**src/rtl/vga_pkg.sv**
```systemverilog
// vga_pkg: shared VGA geometry, the 12-bit colour type and the power-up grey-ramp palette
package vga_pkg;
    localparam int H_ACTIVE = 640;
    localparam int V_ACTIVE = 480;
    localparam int RGB_W    = 12;

    typedef struct packed {
        logic [3:0] r;
        logic [3:0] g;
        logic [3:0] b;
    } rgb12;

    function automatic rgb12 default_pal(input logic [3:0] i);
        return '{r: i, g: i, b: i};
    endfunction
endpackage

```
**src/rtl/vga_delay_line.sv**
```systemverilog
// vga_delay_line: fixed-depth register pipeline that keeps control bits aligned with the pixel path
module vga_delay_line #(
    parameter int               WIDTH   = 4,
    parameter int               DEPTH   = 3,
    parameter logic [WIDTH-1:0] RST_VAL = '0
) (
    input  logic             clk,
    input  logic             rst_n,
    input  logic [WIDTH-1:0] d,
    output logic [WIDTH-1:0] q
);
    logic [WIDTH-1:0] pipe_q [DEPTH];
    logic [WIDTH-1:0] pipe_d [DEPTH];

    // Each stage takes the previous one; stage 0 takes the input
    always_comb begin
        pipe_d[0] = d;
        for (int i = 1; i < DEPTH; i++) pipe_d[i] = pipe_q[i-1];
    end

    // Shift every clock; reset flushes to the idle pattern
    always_ff @(posedge clk or negedge rst_n)
        if (!rst_n) begin
            for (int i = 0; i < DEPTH; i++) pipe_q[i] <= RST_VAL;
        end else begin
            pipe_q <= pipe_d;
        end

    assign q = pipe_q[DEPTH-1];
endmodule

```
**src/rtl/vga_fb_scanout.sv**
```systemverilog
// vga_fb_scanout: fetches framebuffer indices, maps them through a frame-synchronous palette, drives RGB with aligned syncs
module vga_fb_scanout
    import vga_pkg::*;
#(
    parameter int FB_W     = 160,
    parameter int FB_H     = 120,
    parameter int SCALE_SH = 2,
    parameter int RAM_LAT  = 2,
    parameter int IDX_W    = 4
) (
    input  logic             clk,
    input  logic             rst_n,
    input  logic [9:0]       x,
    input  logic [9:0]       y,
    input  logic             valid,
    input  logic             hsync,
    input  logic             vsync,
    input  logic             newframe,
    output logic [14:0]      ram_addr,
    input  logic [IDX_W-1:0] ram_rdata,
    input  logic             pal_wr_valid,
    output logic             pal_wr_ready,
    input  logic [IDX_W-1:0] pal_wr_idx,
    input  logic [RGB_W-1:0] pal_wr_rgb,
    output logic [RGB_W-1:0] rgb,
    output logic             hsync_o,
    output logic             vsync_o,
    output logic             vblank,
    output logic [15:0]      frame_cnt
);
    localparam int PAL_N = 1 << IDX_W;

    logic [1:0]  rst_sync_q, rst_sync_d;
    logic        rst_int_n;
    logic        vis, commit, wr_fire;
    logic [14:0] row, col, ram_addr_q, ram_addr_d;
    logic [3:0]  dl_q;
    rgb12        rgb_q, rgb_d;
    logic        hsync_q, hsync_d, vsync_q, vsync_d, vblank_q, vblank_d, dirty_q, dirty_d;
    logic [15:0] frame_cnt_q, frame_cnt_d;
    rgb12        active_q [PAL_N];
    rgb12        active_d [PAL_N];
    rgb12        shadow_q [PAL_N];
    rgb12        shadow_d [PAL_N];

    // Reset synchroniser shifts in ones: asserts at once, releases two clocks after rst_n rises
    always_comb rst_sync_d = {rst_sync_q[0], 1'b1};

    // Synchroniser flops, cleared directly by the external reset
    always_ff @(posedge clk or negedge rst_n)
        if (!rst_n) rst_sync_q <= '0;
        else        rst_sync_q <= rst_sync_d;

    assign rst_int_n = rst_sync_q[1];

    // Address stage: scale to framebuffer coords; row*160 is (row<<7)+(row<<5), so FB_W is fixed at 160
    always_comb begin
        vis        = valid && (x < 10'(FB_W << SCALE_SH)) && (y < 10'(FB_H << SCALE_SH));
        row        = 15'(y >> SCALE_SH);
        col        = 15'(x >> SCALE_SH);
        ram_addr_d = vis ? (row << 7) + (row << 5) + col : ram_addr_q;
    end

    vga_delay_line #(
        .WIDTH  (4),
        .DEPTH  (RAM_LAT + 1),
        .RST_VAL(4'b0110)
    ) u_dly (
        .clk  (clk),
        .rst_n(rst_int_n),
        .d    ({vis, hsync, vsync, y >= 10'(V_ACTIVE)}),
        .q    (dl_q)
    );

    // Output stage: palette lookup, forced black whenever the aligned pixel is not visible
    always_comb begin
        rgb_d    = dl_q[3] ? active_q[ram_rdata] : '0;
        hsync_d  = dl_q[2];
        vsync_d  = dl_q[1];
        vblank_d = dl_q[0];
    end

    // Palette writes land in the shadow copy; a frame start with pending writes copies it to active
    always_comb begin
        commit       = newframe && dirty_q;
        pal_wr_ready = rst_int_n && !commit;
        wr_fire      = pal_wr_valid && pal_wr_ready;
        shadow_d     = shadow_q;
        if (wr_fire) shadow_d[pal_wr_idx] = pal_wr_rgb;
        active_d     = active_q;
        if (commit) active_d = shadow_q;
        dirty_d      = wr_fire || (dirty_q && !commit);
        frame_cnt_d  = frame_cnt_q + 16'(newframe);
    end

    // All pipeline and palette state, reset from the synchronised reset
    always_ff @(posedge clk or negedge rst_int_n)
        if (!rst_int_n) begin
            ram_addr_q  <= '0;
            rgb_q       <= '0;
            hsync_q     <= 1'b1;
            vsync_q     <= 1'b1;
            vblank_q    <= 1'b0;
            dirty_q     <= 1'b0;
            frame_cnt_q <= '0;
            for (int i = 0; i < PAL_N; i++) begin
                active_q[i] <= default_pal(4'(i));
                shadow_q[i] <= default_pal(4'(i));
            end
        end else begin
            ram_addr_q  <= ram_addr_d;
            rgb_q       <= rgb_d;
            hsync_q     <= hsync_d;
            vsync_q     <= vsync_d;
            vblank_q    <= vblank_d;
            dirty_q     <= dirty_d;
            frame_cnt_q <= frame_cnt_d;
            active_q    <= active_d;
            shadow_q    <= shadow_d;
        end

    assign ram_addr  = ram_addr_q;
    assign rgb       = rgb_q;
    assign hsync_o   = hsync_q;
    assign vsync_o   = vsync_q;
    assign vblank    = vblank_q;
    assign frame_cnt = frame_cnt_q;
endmodule

```
**config.mk**
```make
export PLATFORM = sky130hd
export DESIGN_NAME = vga_fb_scanout
export DESIGN_NICKNAME = d
export VERILOG_FILES = /design/src/rtl/vga_pkg.sv /design/src/rtl/vga_delay_line.sv /design/src/rtl/vga_fb_scanout.sv
export SDC_FILE = /design/constraint.sdc
export NUM_CORES = 1
export LEC_CHECK = 0
export CAP_MARGIN = 10
export CELL_PAD_IN_SITES_DETAIL_PLACEMENT = 0
export CELL_PAD_IN_SITES_GLOBAL_PLACEMENT = 1
export CORE_MARGIN = 4
export CORE_UTILIZATION = 45
export DETAILED_ROUTE_END_ITERATION = 10
export PLACE_DENSITY = 0.75
export SYNTH_ARGS = -nofsm -noshare
export SYNTH_HDL_FRONTEND = slang
export SYNTH_SLANG_ARGS = --single-unit
export TNS_END_PERCENT = 1
```
**constraint.sdc**
```tcl
create_clock -name clk -period 20.1 [get_ports clk]
set_input_delay 3.015 -clock clk [delete_from_list [all_inputs] [get_ports clk]]
set_output_delay 3.015 -clock clk [all_outputs]
set_load 0.005 [all_outputs]
```
==> reports/metrics.yaml, run 1 <==
run_status:
  status: "completed"
yosys:
  synth_cells: 1204
  synth_xor_xnor_area_share_pct: 0.749
  synth_area_leader_cell: "dfrtp_1"
  yosys-top-cells-area: "dfrtp_1 33%, dfstp_2 28%, mux2_2 24%"
  ys.flop_type: "dfrtp_1"
  ys_ff_latch: 445
  yosysMostFrequentCell: "mux2_2"
  synthArstFlopShare_pct: 100
  synth.top_cell.area_share_pct: 32.7
  syn_area_um2: 18700
  yosys_warnings: 0
  synth_simple_gate_area_share_pct: 3.75
  synth_top_family_by_area: "multiplexers"
  synth_fa_ha_area_share_pct: 1.35
  synth_cell_types: 44
  synth_edf_count: 0
  synth_common_cells: "392 x mux2_2, 245 x dfrtp_1, 200 x dfstp_2, 52 x nand2_1, 38 x buf_2"
  synth_mux_area_share_pct: 28.6
  synth_compound_area_share_pct: 2.52
  seq_area_frac_synth_pct: 60.8
  synth_nets: 1270
  synth_area_per_cell_um2: 15.5
routing:
  route.met2.wl_um: 20000
  drt_pass1_iterations: 4
  drc: 0
  top_layer: "met5"
  initialDrtViolationCount: 552
  num_vias: 10000
  wl_met1_um: 17100
  ant_nets: 0
  wire_per_inst_um: 21.5
  vias_per_cell: 5.42
  wl_um: 39800
  routed-wl-met3_um: 1630
sta:
  rsz0062_at_grt: "false"
  finalHoldViolCount: 0
  slew_viol_final: 0
  max_freq_ghz: 0.127
  worstMarginPinSlew_ns: 1.19
  max-slew-margin-rel_pct: 20.6
  setup-tns-final_ns: 0
  whs_ns: 0.351
  fin_skew_ns: 0.0124
  timing.final.crit_share_pct: 39.2
  setup_violations: 0
  fin_crit_ns: 7.87
clock_network:
  clk_pin_slew_worst_paths_ns: 0.06
  htree_levels: 2
  cts_root_buffer: "clkbuf_16"
  numCtsBuffers: 47
  postCtsHoldBufs: 0
  cts_buffer_depth: 3
  cts_tree: "yes"
  cts_sinks: 445
  clk_latency_ns: 0.56
  cts_resized: 0
  post_cts_buffers: 0
die:
  fp-row-count: 74
  core_um2: 41000
  die_area_um2: 44900
  num_io_pins: 94
  start_util_pct: 45.6
  die_w_um: 212
  die_y_um: 212
power_and_ir_drop:
  power.internal_uw: 1910
  power_leakage_uw: 0.00924
  p_per_area_nw_per_um2: 116
  p_switching_uw: 585
  pwr-share-clk_pct: 33.7
  p_sw_share_pct: 23.5
  combPwrFrac_pct: 15.4
  vdd_drop_max_mv: 0.0584
  power.share.sequential_pct: 50.9
layout:
  final_nets: 1346
  fill_cells: 3437
  num_antenna_cells: 0
  drive_gt1_share_pct: 54.4
  syn2layout_area_growth_pct: 15.0
  multiInputGateArea_um2: 6940
  seq_area_um2: 11400
worst_setup_path:
  crit_type: "input port to primary output"
  required_ns: 17.09
  crit_chain: "clkdlybuf4s50_1 > and2_4 > nor2b_1 > clkdlybuf4s50_1"
  path_buf_inv: 2
  slowest_delay_ns: 0.63
  reg2reg_slack_ns: 16.87
  cp_slowest_cell: "clkdlybuf4s50_1"
  startpoint_type: "input port"
  critical-path-top-delay-family: "buffers and inverters"
  critical_path_arrival_ns: 4.86
  cp-end-kind: "primary output"
  timing.rr.end: "shadow_q[146]$_DFFE_PN0P_"
  path_depth: 4
  rr_worst_depth: 5
  r2r_start: "rst_sync_q[1]$_DFF_PN0_"
  path_max_fanout: 3
  crit_path_frequent_cell: "clkdlybuf4s50_1"
min_path:
  min_to: "rst_sync_q[1]$_DFF_PN0_"
  min_path_type: "flip-flop to flip-flop"
  holdPathStages: 0
  hold_start: "rst_sync_q[0]$_DFF_PN0_"
global_routing:
  grt_pass1_vias: 10900
  grt_max_degree: 193
  grt_pass1_wl_um: 63100
  overflow: 0
  grt_usage_pct: 18.2
  antenna_found_initial: 1
run:
  drv_cap: 0
placed_design:
  io_buffers: 89
  detailed_place_hpwl_um: 22800
  gp_congestion: 0.734
## how the worst max path moves through the flow
stage	from	to	slack (ns)
after floorplan	rst_sync_q[1]$_DFF_PN0_	shadow_q[107]$_DFFE_PN0P_	6.28
after global placement	newframe	pal_wr_ready	12.14
after detailed placement	newframe	pal_wr_ready	12.14
after CTS	newframe	pal_wr_ready	12.14
after global routing	newframe	pal_wr_ready	12.14
final	newframe	pal_wr_ready	12.23
## power groups by stage
stage               logic (µW)  registers (µW)  clock network (µW)
floorplan                  284            1260                   0
global placement           378            1270                   0
detailed placement         391            1280                   0
CTS                        393            1270                 865
global route               425            1300                 900
finish                     385            1270                 841
## flip-flops by register name (all words and copies together), names as in the netlist
signal	flops
active_q	192
dirty_q	1
frame_cnt	16
hsync_o	1
ram_addr	15
rgb	12
rst_sync_q	2
shadow_q	192
u_dly.pipe_d	8
u_dly.q	4
vblank	1
vsync_o	1
## layer usage
metal	track usage (%)	vias up
met4	5.41	2
met2	31.2	144
met5	0	-
li1	-	4500
met1	23.6	5317
met3	3.75	65
## cell families (layout without fill, tap and decap cells)
| logic type | Yosys count | count (layout) |
|---|---|---|
| AOI/OAI and AO/OA | 65 | 65 |
| muxes | 444 | 444 |
| buffers and inverters | 85 | 199 |
| xor gates and xnor gates | 16 | 16 |
| other | 1 | 1 |
| DFF | 445 | 445 |
| adders and majority gates | 19 | 19 |
| and+or+nand+nor | 129 | 129 |
## per-stage QoR
stage | cells | setup slack (ns) | instance area [µm²] | power (µW) | utilization [%]
3_3_place_gp | 1763 | 12.14 | 20000 | 1650 | 48.8
3_5_place_dp | 1763 | 12.14 | 20000 | 1670 | 48.8
4_1_cts | 1850 | 12.14 | 21500 | 2530 | 52.5
2_1_floorplan | 1204 | 6.28 | 18700 | 1550 | -
5_1_grt | 1850 | 12.14 | 21500 | 2620 | 52.5
6_report | 1850 | 12.23 | 21500 | 2500 | 52.5
## area by class of cell
cell class              instances  area share (%)
flip-flops and latches        445            52.9
inverters                      10           0.174
well taps                     532            3.09
clock buffers                  81            6.73
clock inverters                 6           0.273
multi-input cells             674            32.2
repair buffers                102            4.59
## cell usage in the layout (no fill, tap or decap), types with 7 or more instances in the layout
cell,n
clkbuf_8,8
o21ai_0,10
a211oi_1,18
inv_1,10
dfrtp_1,244
mux2_2,392
o31ai_1,8
mux4_2,34
nor2_1,7
nand2_1,52
buf_4,13
clkbuf_1,23
nand3_1,12
clkdlybuf4s50_1,86
ha_1,17
dfstp_2,200
mux2i_1,18
clkbuf_16,50
nor2b_1,22
xnor2_1,12
nor3_1,10
(Power assumes the default switching activity.)
==> run 2, diff against run 1 <==
Clock period 20.1 ns to 8.1 ns, I/O delays scaled along.
==> reports/metrics.yaml, run 2 (synthesis gave the netlist of run 1 again) <==
sta:
  layout_setup_ws_ns: 3.81  # was 12.23 ns
  max_freq_ghz: 0.233
  setup_violations: 0  # unchanged
  worstMarginPinSlew_ns: 1.21  # was 1.19 ns
  setup-tns-final_ns: 0  # unchanged
  finalHoldViolCount: 0  # unchanged
  rsz0062_at_grt: "false"  # unchanged
  fin_crit_ns: 4.29
  slew_viol_final: 0  # unchanged
  max-slew-margin-rel_pct: 19.2  # was 20.6%
  timing.final.crit_share_pct: 53.0
  fin_skew_ns: 0.00929  # was 0.0124 ns
clock_network:
  cts_buffer_depth: 3  # unchanged
  cts_resized: 0  # unchanged
  clk_pin_slew_worst_paths_ns: 0.06  # about the same
  htree_levels: 2  # unchanged
  cts_root_buffer: "clkbuf_16"  # unchanged
  postCtsHoldBufs: 0  # unchanged
  numCtsBuffers: 46  # was 47
  cts_sinks: 445  # unchanged
  post_cts_buffers: 0  # unchanged
  clk_latency_ns: 0.55  # was 0.56 ns
  cts_tree: "yes"  # unchanged
routing:
  drt_pass1_iterations: 4  # unchanged
  drc: 0  # unchanged
  vias_per_cell: 5.44  # was 5.42
  wl_um: 40300  # was 39800 µm
  ant_nets: 0  # unchanged
  num_vias: 10100  # was 10000
  initialDrtViolationCount: 421  # was 552
  wire_per_inst_um: 21.8  # was 21.5 µm
global_routing:
  grt_usage_pct: 18.3  # was 18.2%
  grt_max_degree: 155  # was 193
  overflow: 0  # unchanged
  antenna_found_initial: 0  # was 1
  grt_pass1_vias: 10800  # was 10900
  grt_pass1_wl_um: 63300  # was 63100 µm
layout:
  final_common_cell: "mux2_2"  # unchanged
  syn2layout_area_growth_pct: 15.2  # was 15.0%
  drive_gt1_share_pct: 54.7  # was 54.4%
  final_nets: 1345  # was 1346
  final_cell_mix: "392 x mux2_2, 244 x dfrtp_1, 200 x dfstp_2, 86 x clkdlybuf4s50_1, 52 x nand2_1"  # unchanged
  design_area_um2: 21600  # was 21500 µm²
power_and_ir_drop:
  power_leakage_uw: 0.00925  # was 0.00924 µW
  power.share.sequential_pct: 50.5  # was 50.9%
  p_sw_share_pct: 23.3  # was 23.5%
  combPwrFrac_pct: 15.3  # was 15.4%
  power.internal_uw: 4790  # was 1910 µW
  p_switching_uw: 1460  # was 585 µW
  vdd_drop_max_mv: 0.168  # was 0.0584 mV
  pwr-share-clk_pct: 34.2  # was 33.7%
  p_per_area_nw_per_um2: 290  # was 116 nW/µm²
worst_setup_path:
  crit_type: "input port to primary output"  # unchanged
  rr_worst_depth: 5  # unchanged
  r2r_start: "rst_sync_q[1]$_DFF_PN0_"  # unchanged
  reg2reg_slack_ns: 4.67  # was 16.87 ns
  path_max_fanout: 44  # was 3
  required_ns: 6.88  # was 17.09 ns
  timing.rr.end: "shadow_q[146]$_DFFE_PN0P_"  # unchanged
  startpoint_type: "input port"  # unchanged
  cp-end-kind: "primary output"  # unchanged
  critical_path_arrival_ns: 3.08  # was 4.86 ns
placed_design:
  placed_cell_area_um2: 20000  # unchanged
  io_buffers: 89  # unchanged
  dpl_worst_slack_ns: 3.70  # was 12.14 ns
  gp_congestion: 0.735  # was 0.734
  detailed_place_hpwl_um: 23400  # was 22800 µm
die:
  die_area_um2: 44900  # unchanged
  die_w_um: 212  # unchanged
  core_um2: 41000  # unchanged
  start_util_pct: 45.6  # unchanged
  die_y_um: 212  # unchanged
  fp-row-count: 74  # unchanged
  num_io_pins: 94  # unchanged
min_path:
  holdPathStages: 0  # unchanged
  hold_start: "u_dly.pipe_d[7]$_DFF_PN0_"  # was rst_sync_q[0]$_DFF_PN0_
  min_path_type: "flip-flop to flip-flop"  # unchanged
  min_to: "u_dly.pipe_d[3]$_DFF_PN0_"  # was rst_sync_q[1]$_DFF_PN0_
run_status:
  status: "completed"  # unchanged
run:
  drv_cap: 0  # unchanged
run 2: cell types whose count changed in the layout (fill, tap and decap cells not counted):
| cell | before | now |
|---|---|---|
| bufinv_16 | 1 | 4 |
| clkbuf_1 | 23 | 19 |
| clkbuf_16 | 50 | 49 |
| clkbuf_8 | 8 | 6 |
| clkinv_2 | 4 | 7 |
| clkinv_4 | 1 | 0 |
| clkinvlp_4 | 0 | 1 |
| diode_2 | 0 | 1 |
run 2: per-stage QoR:
step / instances / util (%) / total power (µW) / hold slack, ns
final: 1850 / 52.6 / 6250 / 0.349
after global routing: 1849 / 52.6 / 6570 / 0.354
after CTS: 1849 / 52.6 / 6330 / 0.351
after detailed placement: 1763 / 48.8 / 4160 / 0.336
after global placement: 1763 / 48.8 / 4100 / 0.336
after floorplan: 1204 / - / 3830 / 0.331
run 2: area by class of cell:
cell class,instances,area (µm²)
multi-input combinational,674,6940
fill,3385,19500
timing repair buffer,102,988
clock inverter,12,163
tap,532,666
antenna,1,2.50
sequential,445,11400
inverter,10,37.5
clock buffer,74,1380
run 2: layer usage:
metal,GRT usage [%],share of wire [%],vias to the layer above
met5,0,0,-
met4,4.40,1.8,0
met3,2.67,3.1,46
met2,32.3,52,146
met1,23.9,43,5362
li1,-,-,4510
run 2: worst max path at each step:
stage | start | endpoint | slack [ns] | cells past startpoint
2_1_floorplan | rst_sync_q[1]$_DFF_PN0_ | shadow_q[107]$_DFFE_PN0P_ | 2.40 | 5
3_3_place_gp | newframe | pal_wr_ready | 3.71 | 4
3_5_place_dp | newframe | pal_wr_ready | 3.70 | 4
4_1_cts | newframe | pal_wr_ready | 3.70 | 4
5_1_grt | newframe | pal_wr_ready | 3.67 | 4
6_report | newframe | pal_wr_ready | 3.81 | 4
run 2: worst max-delay path, cell delays in order:
cell and delay (ns):
clkdlybuf4s50_1 0.53, and2_4 0.67, nor2b_1 0.17, clkdlybuf4s50_1 0.49
run 2: power by group through the flow:
stage / Sequential [µW] / Clock, µW / Combinational (µW)
finish: 3160 / 2140 / 958
detailed placement: 3190 / 0 / 969
floorplan: 3130 / 0 / 705
global route: 3220 / 2290 / 1050
CTS: 3160 / 2200 / 974
global placement: 3160 / 0 / 937
==> run 3, diff against run 2 <==
Clock period 8.1 ns to 4.3 ns, I/O delays scaled along.
==> reports/metrics.yaml, run 3 (synthesis gave the netlist of run 1 again) <==
run_status:
  status: "completed"  # unchanged
routing:
  wl_um: 39700  # was 40300 µm
  wire_per_inst_um: 21.3  # was 21.8 µm
  drc: 0  # unchanged
  drt_pass1_iterations: 4  # unchanged
  initialDrtViolationCount: 543  # was 421
  vias_per_cell: 5.41  # was 5.44
  num_vias: 10100  # about the same
  ant_nets: 0  # unchanged
clock_network:
  cts_sinks: 445  # unchanged
  cts_tree: "yes"  # unchanged
  postCtsHoldBufs: 0  # unchanged
  numCtsBuffers: 48  # was 46
  post_cts_buffers: 0  # unchanged
  htree_levels: 2  # unchanged
  clk_latency_ns: 0.58  # was 0.55 ns
  cts_buffer_depth: 3  # unchanged
  cts_root_buffer: "clkbuf_16"  # unchanged
  cts_resized: 0  # unchanged
  clk_pin_slew_worst_paths_ns: 0.06  # about the same
sta:
  max-slew-margin-rel_pct: 23.1  # was 19.2%
  fin_skew_ns: 0.0243  # was 0.00929 ns
  rsz0062_at_grt: "false"  # unchanged
  worstMarginPinSlew_ns: 1.15  # was 1.21 ns
  fin_crit_ns: 3.46
  setup-tns-final_ns: 0  # unchanged
  finalHoldViolCount: 0  # unchanged
  max_freq_ghz: 0.289
  setup_violations: 0  # unchanged
  timing.final.crit_share_pct: 80.4
  slew_viol_final: 0  # unchanged
global_routing:
  grt_max_degree: 202  # was 155
  grt_pass1_vias: 10900  # was 10800
  overflow: 0  # unchanged
  grt_usage_pct: 18.1  # was 18.3%
  grt_pass1_wl_um: 63200  # was 63300 µm
  antenna_found_initial: 0  # unchanged
die:
  start_util_pct: 45.6  # unchanged
  core_um2: 41000  # unchanged
  die_y_um: 212  # unchanged
  num_io_pins: 94  # unchanged
  die_area_um2: 44900  # unchanged
  die_w_um: 212  # unchanged
  fp-row-count: 74  # unchanged
worst_setup_path:
  startpoint_type: "flip-flop"  # was input port
  crit_type: "flip-flop to primary output"  # was input port to primary output
  critical_path_arrival_ns: 2.81  # was 3.08 ns
  path_buf_inv: 3  # was 2
  path_max_fanout: 64  # was 44
  cp_slowest_cell: "buf_4"  # was and2_4
  required_ns: 3.65  # was 6.88 ns
  slowest_delay_ns: 0.64  # was 0.67 ns
  critical-path-top-delay-family: "buffers and inverters"  # unchanged
  cp-end-kind: "primary output"  # unchanged
  crit_path_frequent_cell: "buf_4"  # was clkdlybuf4s50_1
  crit_chain: "buf_4 > nor2b_1 > buf_4 > clkdlybuf4s50_1"  # was clkdlybuf4s50_1 > and2_4 > nor2b_1 > clkdlybuf4s50_1
layout:
  final_nets: 1357  # was 1345
  seq_area_um2: 11400  # unchanged
  drive_gt1_share_pct: 56.5  # was 54.7%
  num_antenna_cells: 0  # was 1
  fill_cells: 3415  # was 3385
  final_common_cell: "mux2_2"  # unchanged
  design_area_um2: 21900  # was 21600 µm²
  multiInputGateArea_um2: 6990  # was 6940 µm²
  final_cell_mix: "386 x mux2_2, 244 x dfrtp_1, 200 x dfstp_2, 87 x clkdlybuf4s50_1, 52 x nand2_1"  # was 392 x mux2_2, 244 x dfrtp_1, 200 x dfstp_2, 86 x clkdlybuf4s50_1, 52 x nand2_1
  syn2layout_area_growth_pct: 16.7  # was 15.2%
run:
  drv_cap: 0  # unchanged
power_and_ir_drop:
  power_leakage_uw: 0.00941  # was 0.00925 µW
  p_per_area_nw_per_um2: 550  # was 290 nW/µm²
  vdd_drop_max_mv: 0.337  # was 0.168 mV
placed_design:
  placed_cell_area_um2: 20200  # was 20000 µm²
  detailed_place_hpwl_um: 23200  # was 23400 µm
  io_buffers: 89  # unchanged
  gp_congestion: 0.719  # was 0.735
min_path:
  min_path_type: "input port to asynchronous set/reset pin"  # was flip-flop to flip-flop
[run 3: changes by cell type in the layout (fill, tap and decap cells not counted), moves of 3 or more]
| cell | previous run | this run |
|---|---|---|
| clkbuf_1 | 19 | 4 |
| clkbuf_8 | 6 | 13 |
| mux2_2 | 392 | 386 |
| clkinv_2 | 7 | 13 |
| buf_4 | 13 | 20 |
| mux2_4 | 0 | 6 |
| buf_12 | 1 | 4 |
| clkinv_4 | 0 | 3 |
| inv_6 | 0 | 3 |
[run 3: worst register-to-register path, stage by stage, from the launching register on]
cell and delay [ns]:
dfrtp_4 0.40, nand2_1 0.21, nand4bb_4 0.32, nor2_1 0.76, buf_4 0.35, mux2_2 0.35
[run 3: final cells by class]
cell class              instances  area share, %
clock inverters                24           1.12
inverters                      10          0.172
clock buffers                  66           6.50
multi-input cells             674           32.0
repair buffers                112           5.06
flip-flops and latches        445           52.1
well taps                     532           3.05
[run 3: final timing paths]
path / slack [ns] / depth (start not counted) / end / startpoint
max: 0.84 / 4 / pal_wr_ready / rst_sync_q[1]$_DFF_PN0_
min: 0.23 / 1 / rst_sync_q[1]$_DFF_PN0_ / rst_n
max reg2reg: 1.82 / 5 / shadow_q[10]$_DFFE_PN1P_ / rst_sync_q[1]$_DFF_PN0_
min reg2reg: 0.35 / 0 / u_dly.pipe_d[3]$_DFF_PN0_ / u_dly.pipe_d[7]$_DFF_PN0_
max in group asynchronous: 2.18 / 2 / shadow_q[82]$_DFFE_PN0P_ / rst_sync_q[1]$_DFF_PN0_
min in group clk: 0.35 / 0 / u_dly.pipe_d[3]$_DFF_PN0_ / u_dly.pipe_d[7]$_DFF_PN0_
[run 3: stage by stage]
stage / total power [µW] / utilization [%] / hold slack [ns] / worst slack (ns) / std cells
finish: 12000 / 53.3 / 0.230 / 0.841 / 1863
global placement: 7750 / 49.2 / 0.334 / 0.908 / 1773
detailed placement: 7850 / 49.2 / 0.336 / 0.917 / 1773
CTS: 12200 / 53.3 / 0.199 / 0.753 / 1863
global route: 12600 / 53.3 / 0.219 / 0.696 / 1863
floorplan: 7230 / - / 0.331 / -1.30 / 1204
[run 3: per-layer routing]
layer / global-route usage, % / part of all wire [%] / vias up
met5: 0 / 0 / -
met4: 5.28 / 2.2 / 0
met1: 25.0 / 46 / 5354
met3: 3.01 / 3.3 / 52
li1: - / - / 4534
met2: 29.8 / 49 / 146
[run 3: report_power, final]
part | internal [µW] | leakage [µW] | total, µW | switching (µW)
sequential | 5450 | 0.00526 | 5920 | 472
clock | 2560 | 0.000835 | 4260 | 1700
combinational | 1150 | 0.00331 | 1830 | 678
